<file path="config.mk">
export PLATFORM = sky130hd
export DESIGN_NAME = ps2_keyboard_rx_flat
export DESIGN_NICKNAME = d
export VERILOG_FILES = /design/src/rtl/ps2_keyboard_rx_if.sv /design/src/rtl/ps2_keyboard_rx.sv /design/src/flat_wrapper.sv
export SDC_FILE = /design/constraint.sdc
export NUM_CORES = 1
export LEC_CHECK = 0
export ABC_AREA = 1
export CAP_MARGIN = 20
export CORE_MARGIN = 2
export CORE_UTILIZATION = 45
export CTS_BUF_LIST = sky130_fd_sc_hd__clkbuf_4 sky130_fd_sc_hd__clkbuf_8
export DETAILED_ROUTE_END_ITERATION = 16
export HOLD_SLACK_MARGIN = 0.1
export PLACE_DENSITY_LB_ADDON = 0.12
export SYNTH_ARGS = -nofsm -noshare
export SYNTH_HDL_FRONTEND = slang
export SYNTH_SLANG_ARGS = --single-unit
</file>
<file path="constraint.sdc">
create_clock -name clock -period 1.8 [get_ports clock]
set_input_delay 0.54 -clock clock [delete_from_list [all_inputs] [get_ports clock]]
set_output_delay 0.54 -clock clock [all_outputs]
set_load 0.02 [all_outputs]
</file>
<file path="src/rtl/ps2_keyboard_rx_if.sv">
// Keyboard event bundle from the PS/2 receiver to the keyboard matrix block.
interface ps2_keyboard_rx_if;
    logic       strb;
    logic       make;
    logic       ext;
    logic [7:0] code;
    logic       err;

    modport master (output strb, output make, output ext, output code, output err);
    modport slave  (input  strb, input  make, input  ext, input  code, input  err);
endinterface

</file>
<file path="src/rtl/ps2_keyboard_rx.sv">
// PS/2 keyboard receiver (scan code set 2): conditions the pins, deframes bytes,
// resolves E0/F0/E1 prefixes and emits one-cycle key events.
module ps2_keyboard_rx #(
    parameter int FILTER  = 8,
    parameter int TIMEOUT = 11200
) (
    input  logic              clock,
    input  logic              reset,
    input  logic              ps2Ck,
    input  logic              ps2D,
    ps2_keyboard_rx_if.master kbd
);

    localparam int FW = $clog2(FILTER + 1);
    localparam int TW = $clog2(TIMEOUT + 1);

    typedef enum logic [1:0] {ST_IDLE, ST_DATA, ST_PARITY, ST_STOP} state_e;

    function automatic logic odd_parity_ok(input logic [7:0] data, input logic par);
        return (^{data, par}) == 1'b1;
    endfunction

    function automatic logic is_reply(input logic [7:0] b);
        case (b)
            8'hAA, 8'hFA, 8'hEE, 8'hFE, 8'hFC, 8'h00, 8'hFF: return 1'b1;
            default: return 1'b0;
        endcase
    endfunction

    logic          ck_s1_q, ck_s2_q, d_s1_q, d_s2_q;
    logic          fck_q, fck_d, fck_prev_q;
    logic [FW-1:0] fcnt_q, fcnt_d;
    state_e        state_q, state_d;
    logic [2:0]    bitcnt_q, bitcnt_d;
    logic [7:0]    shreg_q, shreg_d;
    logic          par_q, par_d;
    logic [TW-1:0] to_cnt_q, to_cnt_d;
    logic          ext_flag_q, ext_flag_d;
    logic          brk_flag_q, brk_flag_d;
    logic [2:0]    skip_q, skip_d;
    logic          strb_q, strb_d;
    logic          err_q, err_d;
    logic          make_q, make_d;
    logic          ext_q, ext_d;
    logic [7:0]    code_q, code_d;
    logic          fall_s;
    logic          bit_s;

    assign fall_s = fck_prev_q & ~fck_q;
    assign bit_s  = d_s2_q;

    // Pin synchronisers, glitch filter and edge-detect history.
    always_ff @(posedge clock) begin
        if (reset) begin
            ck_s1_q    <= 1'b1;
            ck_s2_q    <= 1'b1;
            d_s1_q     <= 1'b1;
            d_s2_q     <= 1'b1;
            fck_q      <= 1'b1;
            fck_prev_q <= 1'b1;
            fcnt_q     <= '0;
        end else begin
            ck_s1_q    <= ps2Ck;
            ck_s2_q    <= ck_s1_q;
            d_s1_q     <= ps2D;
            d_s2_q     <= d_s1_q;
            fck_q      <= fck_d;
            fck_prev_q <= fck_q;
            fcnt_q     <= fcnt_d;
        end
    end

    // Filter: fck follows the pin only after FILTER consecutive differing samples.
    always_comb begin
        fck_d  = fck_q;
        fcnt_d = '0;
        if (ck_s2_q != fck_q) begin
            if (fcnt_q == FW'(FILTER - 1)) begin
                fck_d  = ~fck_q;
                fcnt_d = '0;
            end else begin
                fcnt_d = fcnt_q + FW'(1);
            end
        end else begin
            fcnt_d = '0;
        end
    end

    // Frame FSM, timeout, prefix tracking and event output registers.
    always_ff @(posedge clock) begin
        if (reset) begin
            state_q    <= ST_IDLE;
            bitcnt_q   <= 3'd0;
            shreg_q    <= 8'h00;
            par_q      <= 1'b0;
            to_cnt_q   <= '0;
            ext_flag_q <= 1'b0;
            brk_flag_q <= 1'b0;
            skip_q     <= 3'd0;
            strb_q     <= 1'b0;
            err_q      <= 1'b0;
            make_q     <= 1'b0;
            ext_q      <= 1'b0;
            code_q     <= 8'h00;
        end else begin
            state_q    <= state_d;
            bitcnt_q   <= bitcnt_d;
            shreg_q    <= shreg_d;
            par_q      <= par_d;
            to_cnt_q   <= to_cnt_d;
            ext_flag_q <= ext_flag_d;
            brk_flag_q <= brk_flag_d;
            skip_q     <= skip_d;
            strb_q     <= strb_d;
            err_q      <= err_d;
            make_q     <= make_d;
            ext_q      <= ext_d;
            code_q     <= code_d;
        end
    end

    // Next-state: deframing on filtered falls; the byte is decoded on the stop fall.
    always_comb begin
        state_d    = state_q;
        bitcnt_d   = bitcnt_q;
        shreg_d    = shreg_q;
        par_d      = par_q;
        ext_flag_d = ext_flag_q;
        brk_flag_d = brk_flag_q;
        skip_d     = skip_q;
        strb_d     = 1'b0;
        err_d      = 1'b0;
        make_d     = make_q;
        ext_d      = ext_q;
        code_d     = code_q;

        if (fall_s || (state_q == ST_IDLE)) begin
            to_cnt_d = '0;
        end else begin
            to_cnt_d = to_cnt_q + TW'(1);
        end

        if (fall_s) begin
            case (state_q)
                ST_IDLE: begin
                    if (!bit_s) begin
                        state_d  = ST_DATA;
                        bitcnt_d = 3'd0;
                    end else begin
                        state_d  = ST_IDLE;
                    end
                end
                ST_DATA: begin
                    shreg_d  = {bit_s, shreg_q[7:1]};
                    bitcnt_d = bitcnt_q + 3'd1;
                    if (bitcnt_q == 3'd7) begin
                        state_d = ST_PARITY;
                    end else begin
                        state_d = ST_DATA;
                    end
                end
                ST_PARITY: begin
                    par_d   = bit_s;
                    state_d = ST_STOP;
                end
                ST_STOP: begin
                    state_d = ST_IDLE;
                    if (odd_parity_ok(shreg_q, par_q) && bit_s) begin
                        if (skip_q != 3'd0) begin
                            // Pause sequence: swallow the 7 trailing bytes, report once.
                            skip_d = skip_q - 3'd1;
                            if (skip_q == 3'd1) begin
                                strb_d = 1'b1;
                                make_d = 1'b1;
                                ext_d  = 1'b0;
                                code_d = 8'hE1;
                            end else begin
                                strb_d = 1'b0;
                            end
                        end else if (shreg_q == 8'hE1) begin
                            skip_d = 3'd7;
                        end else if (shreg_q == 8'hE0) begin
                            ext_flag_d = 1'b1;
                        end else if (shreg_q == 8'hF0) begin
                            brk_flag_d = 1'b1;
                        end else if (is_reply(shreg_q) && !ext_flag_q && !brk_flag_q) begin
                            strb_d = 1'b0;
                        end else begin
                            strb_d     = 1'b1;
                            make_d     = ~brk_flag_q;
                            ext_d      = ext_flag_q;
                            code_d     = shreg_q;
                            ext_flag_d = 1'b0;
                            brk_flag_d = 1'b0;
                        end
                    end else begin
                        err_d      = 1'b1;
                        ext_flag_d = 1'b0;
                        brk_flag_d = 1'b0;
                        skip_d     = 3'd0;
                    end
                end
                default: state_d = ST_IDLE;
            endcase
        end else if ((state_q != ST_IDLE) && (to_cnt_q == TW'(TIMEOUT - 1))) begin
            state_d    = ST_IDLE;
            to_cnt_d   = '0;
            err_d      = 1'b1;
            ext_flag_d = 1'b0;
            brk_flag_d = 1'b0;
            skip_d     = 3'd0;
        end else begin
            state_d = state_q;
        end
    end

    assign kbd.strb = strb_q;
    assign kbd.make = make_q;
    assign kbd.ext  = ext_q;
    assign kbd.code = code_q;
    assign kbd.err  = err_q;

endmodule

</file>
<file path="src/flat_wrapper.sv">
// flat-port wrapper written by rule: the top's interface ports become plain ports
module ps2_keyboard_rx_flat 
#(
    parameter int FILTER  = 8,
    parameter int TIMEOUT = 11200
)
  (clock, reset, ps2Ck, ps2D, kbd_strb, kbd_make, kbd_ext, kbd_code, kbd_err);
  ps2_keyboard_rx_if kbd_i ();
  input  logic clock;
  input  logic reset;
  input  logic ps2Ck;
  input  logic ps2D;
  output wire logic [$bits(kbd_i.strb)-1:0] kbd_strb;
  output wire logic [$bits(kbd_i.make)-1:0] kbd_make;
  output wire logic [$bits(kbd_i.ext)-1:0] kbd_ext;
  output wire logic [$bits(kbd_i.code)-1:0] kbd_code;
  output wire logic [$bits(kbd_i.err)-1:0] kbd_err;
  assign kbd_strb = kbd_i.strb;
  assign kbd_make = kbd_i.make;
  assign kbd_ext = kbd_i.ext;
  assign kbd_code = kbd_i.code;
  assign kbd_err = kbd_i.err;
  ps2_keyboard_rx #(.FILTER(FILTER), .TIMEOUT(TIMEOUT)) u_core (.clock(clock), .reset(reset), .ps2Ck(ps2Ck), .ps2D(ps2D), .kbd(kbd_i));
endmodule
</file>
# == Yosys cells after proc, flatten, opt, wreduce, memory -nomap -nowiden ==
# Cells that the tools add are included.
# op_classes
add_sub_neg,4
eq_ne,31
muxes,68
bitwise_logic,7
reduce_logical,25
# ops
op,count
$eq 8x8->1 const B,9
$mux 8,6
$mux 1,47
$mux 14,3
$mux 3,7
$ne 4x4->1 const B,4
$add 14x1->14 const B,1
$eq 14x14->1 const B,1
$reduce_and 6->1,2
$ne 3x3->1 const B,3
$reduce_xor 9->1,1
$logic_not 8->1,1
$ne 2x1->1 const B,4
$pmux 2 s4,1
$reduce_and 8->1,1
$reduce_or 7->1,1
$mux 2,3
$ne 2x2->1 const B,3
$not 1->1,6
$pmux 3 s2,1
$reduce_and 2->1,3
$reduce_and 3->1,2
$reduce_bool 2->1,3
$add 4x1->4 const B,1
16 further kinds,21
# totals
regBits,55
output_inout_bits,12
wordCells,155

# == Logic depth before layout (Yosys ltp) ==
# Gate-level depths: netlist of the first run.
# depth
depth_word,20
ltp_mapped,14
depth_no_buf,13

# == Worst setup path before layout of the first run ==
# OpenSTA, ideal clock, no wires.
# synth_timing
kind,register to register
from,register u_core.skip_q[0]
to,register u_core.code_q[0] (netlist: u_core.kbd.code[0])
arrival_ns,1.592
setup_slack_ns,0.095
path_stages_with_launch,13
period_less_slack_ns,1.705
cell_sequence,dfxtp_1 > inv_1 > ha_1 > inv_1 > nor2_2 > o21ai_2 > a21oi_1 > nand3_4 > nor2_4 > buf_6 > nand2_1 > nand2_1 > nor2_1
# synth_between
elab_chain_len,3
# synth_rtl
item,line,source
start: declaration,ps2_keyboard_rx.sv:40,"logic [2:0] skip_q, skip_d;"
start signal: assignment,ps2_keyboard_rx.sv:113,skip_q <= skip_d;
$eq 3x1->1 / $reduce_bool 3->1 (equally long branches),"ps2_keyboard_rx.sv:172, ps2_keyboard_rx.sv:169",
$ne 2x2->1 (no line) / $ne 2x1->1 (equally long branches),--,
$reduce_and 8->1 (no line),--,
end signal: assignment,ps2_keyboard_rx.sv:118,code_q <= code_d;
end: declaration,ps2_keyboard_rx.sv:45,"logic [7:0] code_q, code_d;"
# Several ways; a longest one is shown, not always the timed one.
# A chain may end at the register's enable or synchronous reset.

# == Worst setup path in the final report of the first run ==
# layout_timing
from,register u_core.strb_q (netlist: u_core.kbd.strb)
to,output port kbd_strb
# layout_rtl
item,line,source
start: declaration,ps2_keyboard_rx.sv:41,"logic strb_q, strb_d;"
start signal: assignment,ps2_keyboard_rx.sv:114,strb_q <= strb_d;
end: declaration,flat_wrapper.sv:13,output wire logic [$bits(kbd_i.strb)-1:0] kbd_strb;
# No word-level cell between the ends.

==> out/results.ini, run 1 <==
[global_routing]
gr-total-overflow=0
grt_pass1_wl_mm=8.36
grt_usage_pct=16.5
grt_pass1_vias=1921
grt_max_degree=24
antenna_found_initial=0

[drt]
firstDrtPassIters=4
drt_iter0_markers=111
wl_per_cell_um=11.1
drt-total-wl_mm=5.31
drc_errors=0
vias=2323
routed_via_density=4.88
antenna_left=0

[worst_setup_path]
critPathKind=flop to primary output
worstPathMaxFanout=1
slowest_delay_ns=0.59
path_cells=clkdlybuf4s50_1
cp.required_ns=1.26
start_kind=flop
critical_path_buf_inv_count=1
crit_family=buffers and inverters
startpoint=u_core.kbd.strb
r2r_start=u_core.shreg_q[6]
crit_path_end_kind=primary output
worstPathArrival_ns=1.22
cp_slowest_cell=clkdlybuf4s50_1

[yosys]
syn_area_um2=2610
synth.avg_cell_area_um2=7.08
yosys.area.top_type=dfxtp_1
syn-instance-count=369
syn_nets=380
synth_top_area_share_pct=42.2
yosys_warnings=0
ys_ff_latch=55
yosysUniqueCellTypes=34
synth_top_cells_by_area=dfxtp_1, nand2_1, nor2_1
yosysSeqAreaShare_pct=42.2

[floorplanning]
die-area_um2=6430
die-width_um=80.2
core_um2=5540
initial_core_util_pct=47.1
ios=16
rows=27
die_y_um=80.2

[power_and_ir_drop]
p_per_area_nw_per_um2=635
ir_drop_mv=0.513
p_leak_nw=1.40
power_frac_comb_pct=2.0
power_mw=2.09
switching_power_mw=0.436
p_sw_share_pct=20.9
intPower_mw=1.65
power_frac_clock_pct=39.8
seqPwrFrac_pct=58.2

[timing]
rsz0062_at_grt=true
fin_crit_sh_pct=97.6
holdWs_ns=0.419
hold_violations=0
fin_setup_tns_ns=0
maxSlewViolCount=0
fin_crit_ns=1.76
setup_slack_ns=0.0438
worst_slew_pin_slew_ns=0.317
final-setup-viol-count=0
max_freq_mhz=569
fin_worst_skew_ns=0.0104
slew_headroom_pct=78.8

[cts]
htreeDepth=2
cts_hold_buffers=0
cts_root_buf=clkbuf_8
clock-sinks=55
clkTransAtPathRegs_ns=0.10
numCtsBuffers=5
clockBufferDepth=2
insertion_delay_ns=0.31
cts_tree=built

[worst_hold_path]
hold_start=u_core.d_s1_q
hold_class=flop to flop

[run_status]
outcome=complete, no violations

[placed_design]
gp_congestion=0.826
dpl_cell_area_um2=2930
dp_cells=461
pre_cts_ws_ns=0.0278
hpwlAfterDp_mm=3.66
io_buffer_count=15

[finish]
antenna_cells=0
fin_nets=414
final_area_um2=3290
drive_gt1_share_pct=21.0
area_delta_synth_final_pct=25.8
final_cells=476
postLayoutCoreUtil_pct=59.3

[flow_run]
maxCapViolations=0

[Yosys cell counts]
cell	number
a211o_1	1
inv_2	4
dfxtp_1	55
xnor2_1	4
nor3b_1	6
nor2_4	1
a21oi_1	21
ha_1	7
clkbuf_1	5
a211oi_1	1
o211ai_1	2
nand3_1	22
o21ai_2	1
nor3_2	1
buf_2	2
a21oi_2	1
nand3_4	1
a31oi_1	2
nor2_1	67
nand2_2	2
nand3b_1	1
inv_1	34
or2_2	4
o21ai_0	13
nor3_1	5
nor2_2	2
and3_1	1
buf_6	2
buf_4	1
nand4_1	6
nand2_4	1
xor2_1	4
nand2_1	88
or2_0	1
[layer usage]
metal / global-route usage [%] / routed length [µm]
met5: 0 / 0
met4: 5.59 / 65
met3: 3.71 / 114
met2: 26.9 / 2480
met1: 21.5 / 2650
[power groups by stage]
stage	Clock [mW]	Combinational (mW)	Sequential (mW)
floorplan	0	0.0239	1.25
global route	0.908	0.0460	1.22
CTS	0.860	0.0410	1.22
detailed placement	0	0.0410	1.25
finish	0.831	0.0408	1.22
global placement	0	0.0408	1.25
[worst paths after layout]
| check | to | slack [ns] | depth (start not counted) |
|---|---|---|---|
| setup / recovery | kbd_strb | 0.04 | 1 |
| hold / removal | u_core.bit_s | 0.42 | 1 |
| setup reg to reg | u_core.kbd.code[3] | 0.09 | 12 |
| hold reg to reg | u_core.bit_s | 0.42 | 1 |
[registers in the layout, indices dropped and copies added, names as in the netlist, 2 cells and up]
signal	cells
u_core.bitcnt_q	3
u_core.fcnt_q	4
u_core.kbd.code	8
u_core.shreg_q	8
u_core.skip_q	3
u_core.state_q	2
u_core.to_cnt_q	14
[what timing repair did]
item | CTS | global route
pin swaps | 0 | 14
setup buffers | 0 | 4
resized for setup | 7 | 54
endpoints found under the setup margin | 7 | 22
gates cloned | 0 | 3
[cell families (layout without fill, tap and decap cells)]
group | count (synthesis) | count (layout) | share of synthesized area, %
and+or+nand+nor | 209 | 209 | 35.2
DFF | 55 | 55 | 42.2
buffers and inverters | 48 | 83 | 7.71
AOI/OAI and AO/OA | 42 | 42 | 8.86
xor gates and xnor gates | 8 | 8 | 2.68
adders and majority gates | 7 | 7 | 3.35
[cell type report]
type | count | area (µm²)
clock buffer | 5 | 68.8
fill | 525 | 2250
timing repair buffer | 37 | 380
sequential | 55 | 1130
tap | 72 | 90.1
inverter | 38 | 145
multi-input combinational | 266 | 1430
clock inverter | 3 | 46.3
[cells in the final DEF (no fill, tap or decap), types with 2 or more instances in the layout]
cell type        count
a21oi_1             20
a31oi_1              2
buf_12               2
buf_4               17
clkbuf_16            2
clkbuf_8             5
clkdlybuf4s50_1      4
dfxtp_1             45
dfxtp_2              5
dfxtp_4              5
dlygate4sd2_1        7
dlymetal6s2s_1       4
ha_1                 5
inv_1               29
inv_2                8
nand2_1             81
nand2_2              9
nand3_1             16
nand3_2              5
nand3_4              2
nand4_1              6
nor2_1              62
nor2_2               4
nor2_4               4
nor3_1               4
nor3b_1              6
o211ai_1             2
o21ai_0             13
or2_2                4
xnor2_1              4
xor2_1               4
Power figures use the tool's default switching activity.
==> inputs of run 2 (changes only) <==
--- a/config.mk
+++ b/config.mk
@@ -6,7 +6,6 @@
 export NUM_CORES = 1
 export LEC_CHECK = 0
 export ABC_AREA = 1
-export CAP_MARGIN = 20
 export CORE_MARGIN = 2
 export CORE_UTILIZATION = 45
 export CTS_BUF_LIST = sky130_fd_sc_hd__clkbuf_4 sky130_fd_sc_hd__clkbuf_8
==> results of run 2 <==
The final DEF is identical to that of run 1; final timing and power are the same.
